### src/rtl/y86_pkg.sv
// Shared Y86-64 encodings: instruction codes, ALU functions, condition codes
// and the condition evaluator used by the execute stage.
package y86_pkg;

    localparam logic [3:0] I_HALT   = 4'h0;
    localparam logic [3:0] I_NOP    = 4'h1;
    localparam logic [3:0] I_RRMOVQ = 4'h2;
    localparam logic [3:0] I_IRMOVQ = 4'h3;
    localparam logic [3:0] I_RMMOVQ = 4'h4;
    localparam logic [3:0] I_MRMOVQ = 4'h5;
    localparam logic [3:0] I_OPQ    = 4'h6;
    localparam logic [3:0] I_JXX    = 4'h7;
    localparam logic [3:0] I_CALL   = 4'h8;
    localparam logic [3:0] I_RET    = 4'h9;
    localparam logic [3:0] I_PUSHQ  = 4'hA;
    localparam logic [3:0] I_POPQ   = 4'hB;

    localparam logic [3:0] ALU_ADD  = 4'h0;
    localparam logic [3:0] ALU_SUB  = 4'h1;
    localparam logic [3:0] ALU_AND  = 4'h2;
    localparam logic [3:0] ALU_XOR  = 4'h3;

    localparam logic [3:0] C_ALW    = 4'h0;
    localparam logic [3:0] C_LE     = 4'h1;
    localparam logic [3:0] C_L      = 4'h2;
    localparam logic [3:0] C_E      = 4'h3;
    localparam logic [3:0] C_NE     = 4'h4;
    localparam logic [3:0] C_GE     = 4'h5;
    localparam logic [3:0] C_G      = 4'h6;

    localparam logic [3:0] RNONE    = 4'hF;

    // CC is {ZF, SF, OF}; the reset value has ZF set.
    localparam logic [2:0] CC_RESET = 3'b100;

    // Evaluate a jXX/cmovXX condition against a {ZF, SF, OF} triple.
    function automatic logic cond_eval(input logic [3:0] ifun, input logic [2:0] cc);
        logic zf;
        logic sf;
        logic of;
        logic res;
        zf = cc[2];
        sf = cc[1];
        of = cc[0];
        case (ifun)
            C_ALW:   res = 1'b1;
            C_LE:    res = (sf ^ of) | zf;
            C_L:     res = sf ^ of;
            C_E:     res = zf;
            C_NE:    res = ~zf;
            C_GE:    res = ~(sf ^ of);
            C_G:     res = ~(sf ^ of) & ~zf;
            default: res = 1'b0;
        endcase
        return res;
    endfunction

endpackage

### src/rtl/alu_execute_stage_if.sv
// D/E inputs, pipeline-control inputs and E/M outputs of the execute stage.
interface alu_execute_stage_if;

    logic        e_valid;
    logic [3:0]  e_icode;
    logic [3:0]  e_ifun;
    logic [63:0] e_valA;
    logic [63:0] e_valB;
    logic [63:0] e_valC;
    logic [3:0]  e_dstE;
    logic [3:0]  e_dstM;
    logic        set_cc_en;
    logic        m_stall;
    logic        m_bubble;
    logic        m_valid;
    logic [3:0]  m_icode;
    logic        m_cnd;
    logic [63:0] m_valE;
    logic [63:0] m_valA;
    logic [3:0]  m_dstE;
    logic [3:0]  m_dstM;
    logic [2:0]  cc;

    modport master (
        output e_valid, e_icode, e_ifun, e_valA, e_valB, e_valC, e_dstE, e_dstM,
        output set_cc_en, m_stall, m_bubble,
        input  m_valid, m_icode, m_cnd, m_valE, m_valA, m_dstE, m_dstM, cc
    );

    modport slave (
        input  e_valid, e_icode, e_ifun, e_valA, e_valB, e_valC, e_dstE, e_dstM,
        input  set_cc_en, m_stall, m_bubble,
        output m_valid, m_icode, m_cnd, m_valE, m_valA, m_dstE, m_dstM, cc
    );

endinterface

### src/rtl/alu_64bit.sv
// Combinational 64-bit ALU computing B op A with {ZF, SF, OF} flags.
// Unknown function codes produce a zero result with OF clear.
module alu_64bit
    import y86_pkg::*;
(
    input  logic [63:0] alu_a,
    input  logic [63:0] alu_b,
    input  logic [3:0]  alu_fun,
    output logic [63:0] result,
    output logic [2:0]  flags
);

    logic [63:0] sum_s;
    logic [63:0] diff_s;
    logic [63:0] and_s;
    logic [63:0] xor_s;
    logic        add_of_s;
    logic        sub_of_s;
    logic        of_s;

    assign sum_s    = alu_b + alu_a;
    assign diff_s   = alu_b - alu_a;
    assign and_s    = alu_b & alu_a;
    assign xor_s    = alu_b ^ alu_a;
    assign add_of_s = (alu_a[63] == alu_b[63]) & (sum_s[63] != alu_b[63]);
    assign sub_of_s = (alu_a[63] != alu_b[63]) & (diff_s[63] != alu_b[63]);

    // Select the unit output and its overflow flag for the requested function.
    always_comb begin
        result = 64'd0;
        of_s   = 1'b0;
        case (alu_fun)
            ALU_ADD: begin result = sum_s;  of_s = add_of_s; end
            ALU_SUB: begin result = diff_s; of_s = sub_of_s; end
            ALU_AND: begin result = and_s;  of_s = 1'b0;     end
            ALU_XOR: begin result = xor_s;  of_s = 1'b0;     end
            default: begin result = 64'd0;  of_s = 1'b0;     end
        endcase
    end

    assign flags = {(result == 64'd0), result[63], of_s};

endmodule

### src/rtl/alu_execute_stage.sv
// Y86-64 execute stage: operand selection, ALU, condition-code register,
// condition evaluation and the E/M pipeline register.
module alu_execute_stage
    import y86_pkg::*;
(
    input  logic               clk,
    input  logic               reset,
    alu_execute_stage_if.slave bus
);

    logic [63:0] alu_a_s;
    logic [63:0] alu_b_s;
    logic [3:0]  alu_fun_s;
    logic [63:0] alu_res_s;
    logic [2:0]  alu_flags_s;
    logic        cc_upd_s;
    logic        cnd_s;
    logic [3:0]  dste_s;
    logic        load_bubble_s;

    logic [2:0]  cc_r;
    logic        m_valid_r;
    logic [3:0]  m_icode_r;
    logic        m_cnd_r;
    logic [63:0] m_vale_r;
    logic [63:0] m_vala_r;
    logic [3:0]  m_dste_r;
    logic [3:0]  m_dstm_r;

    // Pick ALU operands A and B from the instruction class.
    always_comb begin
        alu_a_s = 64'd0;
        alu_b_s = 64'd0;
        case (bus.e_icode)
            I_OPQ:             begin alu_a_s = bus.e_valA;             alu_b_s = bus.e_valB; end
            I_RRMOVQ:          begin alu_a_s = bus.e_valA;             alu_b_s = 64'd0;      end
            I_IRMOVQ:          begin alu_a_s = bus.e_valC;             alu_b_s = 64'd0;      end
            I_RMMOVQ, I_MRMOVQ: begin alu_a_s = bus.e_valC;            alu_b_s = bus.e_valB; end
            I_CALL, I_PUSHQ:   begin alu_a_s = 64'hFFFF_FFFF_FFFF_FFF8; alu_b_s = bus.e_valB; end
            I_RET, I_POPQ:     begin alu_a_s = 64'd8;                  alu_b_s = bus.e_valB; end
            default:           begin alu_a_s = 64'd0;                  alu_b_s = 64'd0;      end
        endcase
    end

    assign alu_fun_s = (bus.e_icode == I_OPQ) ? bus.e_ifun : ALU_ADD;

    alu_64bit u_alu (
        .alu_a   (alu_a_s),
        .alu_b   (alu_b_s),
        .alu_fun (alu_fun_s),
        .result  (alu_res_s),
        .flags   (alu_flags_s)
    );

    // Evaluate the branch/cmov condition against the CC value before this edge.
    always_comb begin
        cnd_s = 1'b0;
        if ((bus.e_icode == I_JXX) || (bus.e_icode == I_RRMOVQ)) begin
            cnd_s = cond_eval(bus.e_ifun, cc_r);
        end else begin
            cnd_s = 1'b0;
        end
    end

    // A failed conditional move cancels its register write.
    always_comb begin
        dste_s = bus.e_dstE;
        if ((bus.e_icode == I_RRMOVQ) && !cnd_s) begin
            dste_s = RNONE;
        end else begin
            dste_s = bus.e_dstE;
        end
    end

    assign cc_upd_s = bus.e_valid && (bus.e_icode == I_OPQ) && (bus.e_ifun <= ALU_XOR) &&
                      bus.set_cc_en && !bus.m_stall;

    assign load_bubble_s = bus.m_bubble || !bus.e_valid;

    // Condition-code register; a bubble on the E/M side does not block it.
    always_ff @(posedge clk) begin
        if (reset) begin
            cc_r <= CC_RESET;
        end else if (cc_upd_s) begin
            cc_r <= alu_flags_s;
        end else begin
            cc_r <= cc_r;
        end
    end

    // E/M pipeline register with reset > stall > bubble > load priority.
    always_ff @(posedge clk) begin
        if (reset || (!bus.m_stall && load_bubble_s)) begin
            m_valid_r <= 1'b0;
            m_icode_r <= I_NOP;
            m_cnd_r   <= 1'b0;
            m_vale_r  <= 64'd0;
            m_vala_r  <= 64'd0;
            m_dste_r  <= RNONE;
            m_dstm_r  <= RNONE;
        end else if (bus.m_stall) begin
            m_valid_r <= m_valid_r;
            m_icode_r <= m_icode_r;
            m_cnd_r   <= m_cnd_r;
            m_vale_r  <= m_vale_r;
            m_vala_r  <= m_vala_r;
            m_dste_r  <= m_dste_r;
            m_dstm_r  <= m_dstm_r;
        end else begin
            m_valid_r <= 1'b1;
            m_icode_r <= bus.e_icode;
            m_cnd_r   <= cnd_s;
            m_vale_r  <= alu_res_s;
            m_vala_r  <= bus.e_valA;
            m_dste_r  <= dste_s;
            m_dstm_r  <= bus.e_dstM;
        end
    end

    assign bus.m_valid = m_valid_r;
    assign bus.m_icode = m_icode_r;
    assign bus.m_cnd   = m_cnd_r;
    assign bus.m_valE  = m_vale_r;
    assign bus.m_valA  = m_vala_r;
    assign bus.m_dstE  = m_dste_r;
    assign bus.m_dstM  = m_dstm_r;
    assign bus.cc      = cc_r;

endmodule

### src/flat_wrapper.sv
// flat-port wrapper written by rule: the top's interface ports become plain ports
module alu_execute_stage_flat import y86_pkg::*;
  (clk, reset, bus_e_valid, bus_e_icode, bus_e_ifun, bus_e_valA, bus_e_valB, bus_e_valC, bus_e_dstE, bus_e_dstM, bus_set_cc_en, bus_m_stall, bus_m_bubble, bus_m_valid, bus_m_icode, bus_m_cnd, bus_m_valE, bus_m_valA, bus_m_dstE, bus_m_dstM, bus_cc);
  alu_execute_stage_if bus_i ();
  input  logic clk;
  input  logic reset;
  input wire logic [$bits(bus_i.e_valid)-1:0] bus_e_valid;
  input wire logic [$bits(bus_i.e_icode)-1:0] bus_e_icode;
  input wire logic [$bits(bus_i.e_ifun)-1:0] bus_e_ifun;
  input wire logic [$bits(bus_i.e_valA)-1:0] bus_e_valA;
  input wire logic [$bits(bus_i.e_valB)-1:0] bus_e_valB;
  input wire logic [$bits(bus_i.e_valC)-1:0] bus_e_valC;
  input wire logic [$bits(bus_i.e_dstE)-1:0] bus_e_dstE;
  input wire logic [$bits(bus_i.e_dstM)-1:0] bus_e_dstM;
  input wire logic [$bits(bus_i.set_cc_en)-1:0] bus_set_cc_en;
  input wire logic [$bits(bus_i.m_stall)-1:0] bus_m_stall;
  input wire logic [$bits(bus_i.m_bubble)-1:0] bus_m_bubble;
  output wire logic [$bits(bus_i.m_valid)-1:0] bus_m_valid;
  output wire logic [$bits(bus_i.m_icode)-1:0] bus_m_icode;
  output wire logic [$bits(bus_i.m_cnd)-1:0] bus_m_cnd;
  output wire logic [$bits(bus_i.m_valE)-1:0] bus_m_valE;
  output wire logic [$bits(bus_i.m_valA)-1:0] bus_m_valA;
  output wire logic [$bits(bus_i.m_dstE)-1:0] bus_m_dstE;
  output wire logic [$bits(bus_i.m_dstM)-1:0] bus_m_dstM;
  output wire logic [$bits(bus_i.cc)-1:0] bus_cc;
  assign bus_i.e_valid = bus_e_valid;
  assign bus_i.e_icode = bus_e_icode;
  assign bus_i.e_ifun = bus_e_ifun;
  assign bus_i.e_valA = bus_e_valA;
  assign bus_i.e_valB = bus_e_valB;
  assign bus_i.e_valC = bus_e_valC;
  assign bus_i.e_dstE = bus_e_dstE;
  assign bus_i.e_dstM = bus_e_dstM;
  assign bus_i.set_cc_en = bus_set_cc_en;
  assign bus_i.m_stall = bus_m_stall;
  assign bus_i.m_bubble = bus_m_bubble;
  assign bus_m_valid = bus_i.m_valid;
  assign bus_m_icode = bus_i.m_icode;
  assign bus_m_cnd = bus_i.m_cnd;
  assign bus_m_valE = bus_i.m_valE;
  assign bus_m_valA = bus_i.m_valA;
  assign bus_m_dstE = bus_i.m_dstE;
  assign bus_m_dstM = bus_i.m_dstM;
  assign bus_cc = bus_i.cc;
  alu_execute_stage u_core (.clk(clk), .reset(reset), .bus(bus_i));
endmodule
### config.mk
export PLATFORM = sky130hd
export DESIGN_NAME = alu_execute_stage_flat
export DESIGN_NICKNAME = d
export VERILOG_FILES = /design/src/rtl/y86_pkg.sv /design/src/rtl/alu_execute_stage_if.sv /design/src/rtl/alu_64bit.sv /design/src/rtl/alu_execute_stage.sv /design/src/flat_wrapper.sv
export SDC_FILE = /design/constraint.sdc
export NUM_CORES = 1
export LEC_CHECK = 0
export CELL_PAD_IN_SITES_DETAIL_PLACEMENT = 0
export CELL_PAD_IN_SITES_GLOBAL_PLACEMENT = 1
export CORE_MARGIN = 2
export CORE_UTILIZATION = 41
export CTS_CLUSTER_SIZE = 30
export DETAILED_ROUTE_END_ITERATION = 8
export GPL_TIMING_DRIVEN = 0
export HOLD_SLACK_MARGIN = 0.05
export PLACE_DENSITY = 0.95
export REMOVE_ABC_BUFFERS = 1
export SKIP_LAST_GASP = 1
export SYNTH_ARGS = -nofsm -noshare
export SYNTH_HDL_FRONTEND = slang
export SYNTH_SLANG_ARGS = --single-unit
### constraint.sdc
create_clock -name clk -period 19.4 [get_ports clk]
set_input_delay 3.88 -clock clk [delete_from_list [all_inputs] [get_ports clk]]
set_output_delay 3.88 -clock clk [all_outputs]
set_load 0.05 [all_outputs]
Yosys cells after proc, flatten, opt, wreduce, memory -nomap -nowiden
Cells that the tools add are included.
- bitwise logic cells: 9
- mux-type cells: 8
- multiply operators: 0
- shift operators: 0
- reductions and logical operators: 20
- eq/ne operators: 23
- div/mod/pow operators: 0
- $add $sub $neg: 2
- $lt $le $gt $ge: 1
- operators with widths (cell ; count):
    $pmux 64 s4 ; 2
    $add 64x64->64 ; 1
    $and 64x64->64 ; 1
    $logic_not 64->1 ; 1
    $mux 64 ; 1
    $sub 64x64->64 ; 1
    $xor 64x64->64 ; 1
    $eq 4x3->1 const B ; 7
    $eq 4x2->1 const B ; 6
    $eq 4x4->1 const B ; 4
    $eq 4x1->1 const B ; 2
    $logic_not 4->1 ; 2
    $mux 4 ; 2
    $pmux 1 s7 ; 1
    $reduce_or 7->1 ; 1
    $logic_and 1x1->1 ; 6
    $reduce_or 2->1 ; 3
    $le 4x2->1 const B ; 1
    $and 1x1->1 ; 3
    $logic_not 1->1 ; 3
    $logic_or 1x1->1 ; 3
    $ne 1x1->1 ; 3
    $reduce_or 3->1 ; 1
    $not 1->1 ; 2
    5 further kinds ; 5
- bits in writable memories: 0
- bits in latches: 0
- logic and storage cells: 71
- memories kept: 0
- flip-flop bits (word level): 145
- input bits: 214
- output and inout bits: 145
- bits in read-only memories: 0

Longest topological paths before layout
- word-level depth: 8
- gate-level depth with buffers: 22
- gate-level depth less buffers: 20

Cells and area by module
From an unflattened synthesis, not the netlist that was laid out.
- cell total of the unflattened synthesis: 2513
- area, all modules: 17963.5 µm²
- modules (own cells, without submodules) (module ; seq. area each (µm²) ; cells an instance ; times used ; area an instance (µm²)):
    alu_64bit ; 0.0 ; 1848 ; 1 ; 11496.0
    alu_execute_stage ; 2902.8 ; 665 ; 1 ; 6467.5

Worst setup path after synthesis
OpenSTA, ideal clock, no wires.
- path kind: input port to flip-flop
- start: input bus_e_icode[0]
- end: register u_core.cc_r[2] (netlist: u_core.bus.cc[2])
- arrival: 8697 ps
- stages on the path: 22
- data required time: 19313 ps
- path buffers: 2
- library setup time: 87 ps
- setup slack: 10616 ps
- path through: clkbuf_1 nand2_1 mux2_2 nor2_1 clkbuf_1 a22o_1 ha_1 inv_1 fa_1 a21o_1 a221o_1 a211oi_4 o31ai_1 or3b_4 a31oi_1 o21ai_1 a21oi_1 mux2i_1 nor2_1 a2111oi_0 nand4_1 o31ai_1
- longest elaborated chain between the ends: 6
- elaborated cells on any way between the ends: 31
- classes of those cells: add/sub: 2; eq/ne: 12; mux: 4; bitwise: 2; reduce/logical: 11
- RTL lines (element ; line ; source):
    from (decl) ; flat_wrapper.sv:8 ; input wire logic [$bits(bus_i.e_icode)-1:0] bus_e_icode;
    $eq 4x2->1 (tied with other cells) ; alu_execute_stage.sv:34 ; case (bus.e_icode)
    $reduce_or 3->1 (no line) (tied with other cells) ; n/a ;
    $pmux 64 s4 or $mux 64 (tied branches) ; alu_execute_stage.sv:34 ;
    $sub 64x64->64 (tied with other cells) ; alu_64bit.sv:22 ; assign diff_s = alu_b - alu_a;
    $pmux 64 s4 ; alu_64bit.sv:32 ; case (alu_fun)
    $logic_not 64->1 ; alu_64bit.sv:41 ; assign flags = {(result == 64'd0), result[63], of_s};
    to (signal assigned) ; alu_execute_stage.sv:85 ; cc_r <= alu_flags_s;
    to (signal assigned) ; alu_execute_stage.sv:87 ; cc_r <= cc_r;
    to (decl) ; alu_execute_stage.sv:21 ; logic [2:0] cc_r;
Parallel ways exist; a longest one is shown, timed or not.
A chain may end at the register's enable or synchronous reset.

Final worst setup path
Ends and elaborated chain as after synthesis.

==> impl_metrics.csv <==
group,metric,value,unit
synth,synth_top_family_by_area,"compound AO/OA/AOI/OAI gates",
die,dieArea,42900,um^2
synth,ys_ff_latch,145,
synth,synth_top_area_share,17.16,%
synth,synthArstFlopShare,0,%
routing,viasPerCell,6.384,
global_routing,antenna_found_initial,3,
clock_tree,cts.sinks,145,
run_status,status,"complete, but fails checks",
sta,fin_crit_sh,62.22,%
clock_tree,cts_max_level,4,
routing,drt_wl_total,77890,um
power_and_ir_drop,clkPwrFrac,26.1,%
synth,ys_top_cells_by_count,"nor2_1, a21oi_1, nand2_1",
synth,synthAdderAreaFrac,10.00,%
power_and_ir_drop,leakage,8.911,nW
sta,finalSetupViolations,0,
critical_path,critPathMaxFanout,33,
routing,drt_iter0_markers,2375,
global_routing,busiest_layer,"met2",
placed_design,gp_congestion,0.9829,
sta,worst_pin_slew,1.520,ns
die,initial_core_util,41.52,%
sta,max_freq,82.84,MHz
die,fp.dieW,207.1,um
global_routing,grtUsageMet3,6.580,%
clock_tree,post_cts_buffers,0,
placed_design,io_buffer_count,358,
synth,synth-simple-area-share,25.58,%
placed_design,dpl.hpwl,61330,um
global_routing,grt_pass1_vias,19212,
synth,yosysUniqueCellTypes,93,
sta,skew,0.002593,ns
critical_path,crit_type,"in2reg",
power_and_ir_drop,ir_drop,0.06873,mV
cells_and_area,design_area,21530,um^2
sta,finalSetupTns,0,ns
clock_tree,cts_buffers,17,
critical_path,end_kind,"flop",
routing,antenna_left,0,
cells_and_area,fin_nets,3008,
synth,synth_flop_cell,"dfxtp_1",
critical_path,worstReg2RegStart,"u_core.bus.cc[2]$_SDFFE_PP1P_",
synth,yosysTopAreaCell,"dfxtp_1",
synth,syn_area,16910,um^2
global_routing,met1_usage,47.03,%
power_and_ir_drop,sw_frac_of_total,45.01,%
power_and_ir_drop,pwr-share-comb,50.3,%
synth,syn_inst,2429,
synth,yosysWarningCount,0,
sta,final.min_clock_period,12.07,ns
synth,synth_xor_area_share,1.294,%
die,fp.dieH,207.1,um
clock_tree,cts_hold_buffers,0,
clock_tree,cts.clk_slew.worst_paths,0.07,ns
min_path,min_from,"u_core.bus.m_valid$_SDFFE_PP0N_",
global_routing,grt_max_degree,77,
synth,synth_mux_area_share,6.036,%
synth,synth_edf_count,0,
power_and_ir_drop,p_sw,0.6103,mW
clock_tree,cts.repair.resized,0,
global_routing,grt_use_total,34.81,%
placed_design,pre_cts_ws,7.091,ns
sta,fin_ws,7.329,ns
critical_path,arrival,12.49,ns
critical_path,required,19.81,ns
synth,synth.most_common_cell,"nor2_1",
routing,drc_errors,0,
critical_path,crit_start,"bus_e_icode[0]",
synth,synth_compound_area_share,32.64,%
global_routing,grt_overflow,0,
clock_tree,clk_latency,0.50,ns
sta,relSlewSlack,-2.639,%
synth,synthTopCellsByArea,"dfxtp_1, ha_1, a21oi_1",
run,cap_violations,1,
sta,rsz0062_at_grt,"no",
sta,maxSlewViolCount,3,
cells_and_area,drive_above_1_share,4.377,%
clock_tree,cts_root_buf,"clkbuf_16",
global_routing,met2_usage,54.53,%
placed_design,place_area,20920,um^2
die,rows,74,
power_and_ir_drop,p_seq_share,23.7,%
sta,hold_slack,0.4573,ns
routing,routedWlPerCell,24.29,um
routing,firstDrtPassIters,8,
clock_tree,cts_buffer_depth,2,
cells_and_area,area_growth,27.26,%
sta,hold_viol,0,
die,io_pins,359,
run_status,violations,"capacitance limit, slew limit",
power_and_ir_drop,power.internal,0.7456,mW
synth,syn_avg_cell_area,6.964,um^2
critical_path,worstSetupStartpointType,"primary input",
global_routing,grt_pass1_wl,117400,um
min_path,hold_class,"reg2reg",
routing,vias,20472,
synth,synth_seq_area_share,17.16,%
die,design.core.area,40740,um^2
power_and_ir_drop,power.density,62.99,nW/um^2
clock_tree,cts_tree,"done",
## per-stage QoR
stage	utilization, %	power, mW	cells
global placement	50.25	0.9890	3150
detailed placement	51.36	0.9885	3173
floorplan	-	0.7434	2260
CTS	52.83	1.347	3205
global route	52.83	1.417	3205
finish	52.84	1.356	3207
## worst max-delay path, cell delays in order
cell,delay (ns)
clkdlybuf4s50_1,0.73
nand2_1,0.18
mux2_2,0.33
nor2_4,0.69
buf_12,0.28
a221oi_1,0.15
ha_1,0.73
nand4_1,0.44
nor4_1,0.56
nand2b_1,0.14
a2111o_1,0.41
a31oi_1,0.63
a22oi_1,0.40
nor2_1,0.27
a211o_1,0.17
a22o_1,0.41
nand3_1,0.27
nor4b_1,1.22
nand4_1,0.26
o31ai_1,0.25
## layer usage
| metal | up-vias | wire (um) |
|---|---|---|
| met5 | - | 13 |
| met4 | 2 | 2759 |
| met3 | 161 | 6953 |
| met2 | 1074 | 34510 |
| met1 | 9818 | 33650 |
| li1 | 9417 | - |
## worst paths after layout
path                                                     endpoint  slack [ns]  depth (start not counted)
worst min register to register    u_core.bus.m_valid$_SDFFE_PP0N_        0.46                          1
worst min-delay path              u_core.bus.m_valid$_SDFFE_PP0N_        0.46                          1
worst max-delay path                u_core.bus.cc[2]$_SDFFE_PP1P_        7.33                         20
worst max register to register  u_core.bus.m_dstE[2]$_SDFFE_PP1N_       17.89                          7
## sequential cells by signal, indices dropped and copies added (netlist names)
register            cells
u_core.bus.cc           3
u_core.bus.m_dstE       4
u_core.bus.m_cnd        1
u_core.bus.m_dstM       4
u_core.bus.m_valid      1
u_core.bus.m_icode      4
u_core.bus.m_valA      64
u_core.bus.m_valE      64
## cell type report
cell class / instances / area, um^2
tap: 532 / 665.6
timing repair buffer: 381 / 3963
fill: 3964 / 19210
clock inverter: 12 / 145.1
clock buffer: 20 / 456.7
multi-input combinational: 1971 / 12850
antenna: 2 / 5.005
sequential: 145 / 2903
inverter: 144 / 540.5
## layout by cell type, fill, tap and decap left out, types with 10 or more instances in the layout
master / n
o31ai_1: 52
a21oi_1: 246
o21ai_0: 102
o211ai_1: 30
nor2_1: 288
o21a_1: 13
clkdlybuf4s50_1: 356
a211oi_1: 31
clkbuf_16: 17
a21boi_0: 12
nand4_1: 45
ha_1: 132
o22ai_1: 19
and2_1: 12
xnor2_1: 23
and3_1: 18
nor3_1: 43
a22oi_1: 19
o21bai_1: 25
buf_12: 10
a21o_1: 25
nand2_1: 220
nor2b_1: 87
o21ai_1: 11
mux2i_1: 93
nand2b_1: 27
a31oi_1: 27
inv_1: 139
o311ai_0: 13
nor4_1: 47
nand3_1: 48
dfxtp_1: 145
a221oi_1: 71
## cell families after synthesis
family	after synthesis
AND/OR/NAND/NOR	896
AO/OA/AOI/OAI	815
buffers and inverters	313
flip-flops	145
adder cells (fa/ha/maj)	134
multiplexers	101
XOR/XNOR	25
## power by group through the flow
stage	logic, mW	registers [mW]	clock network [mW]
floorplan	0.364	0.379	0
global placement	0.662	0.327	0
detailed placement	0.661	0.327	0
CTS	0.665	0.321	0.361
global route	0.724	0.322	0.371
finish	0.682	0.321	0.353
Power figures use the tool's default switching activity.
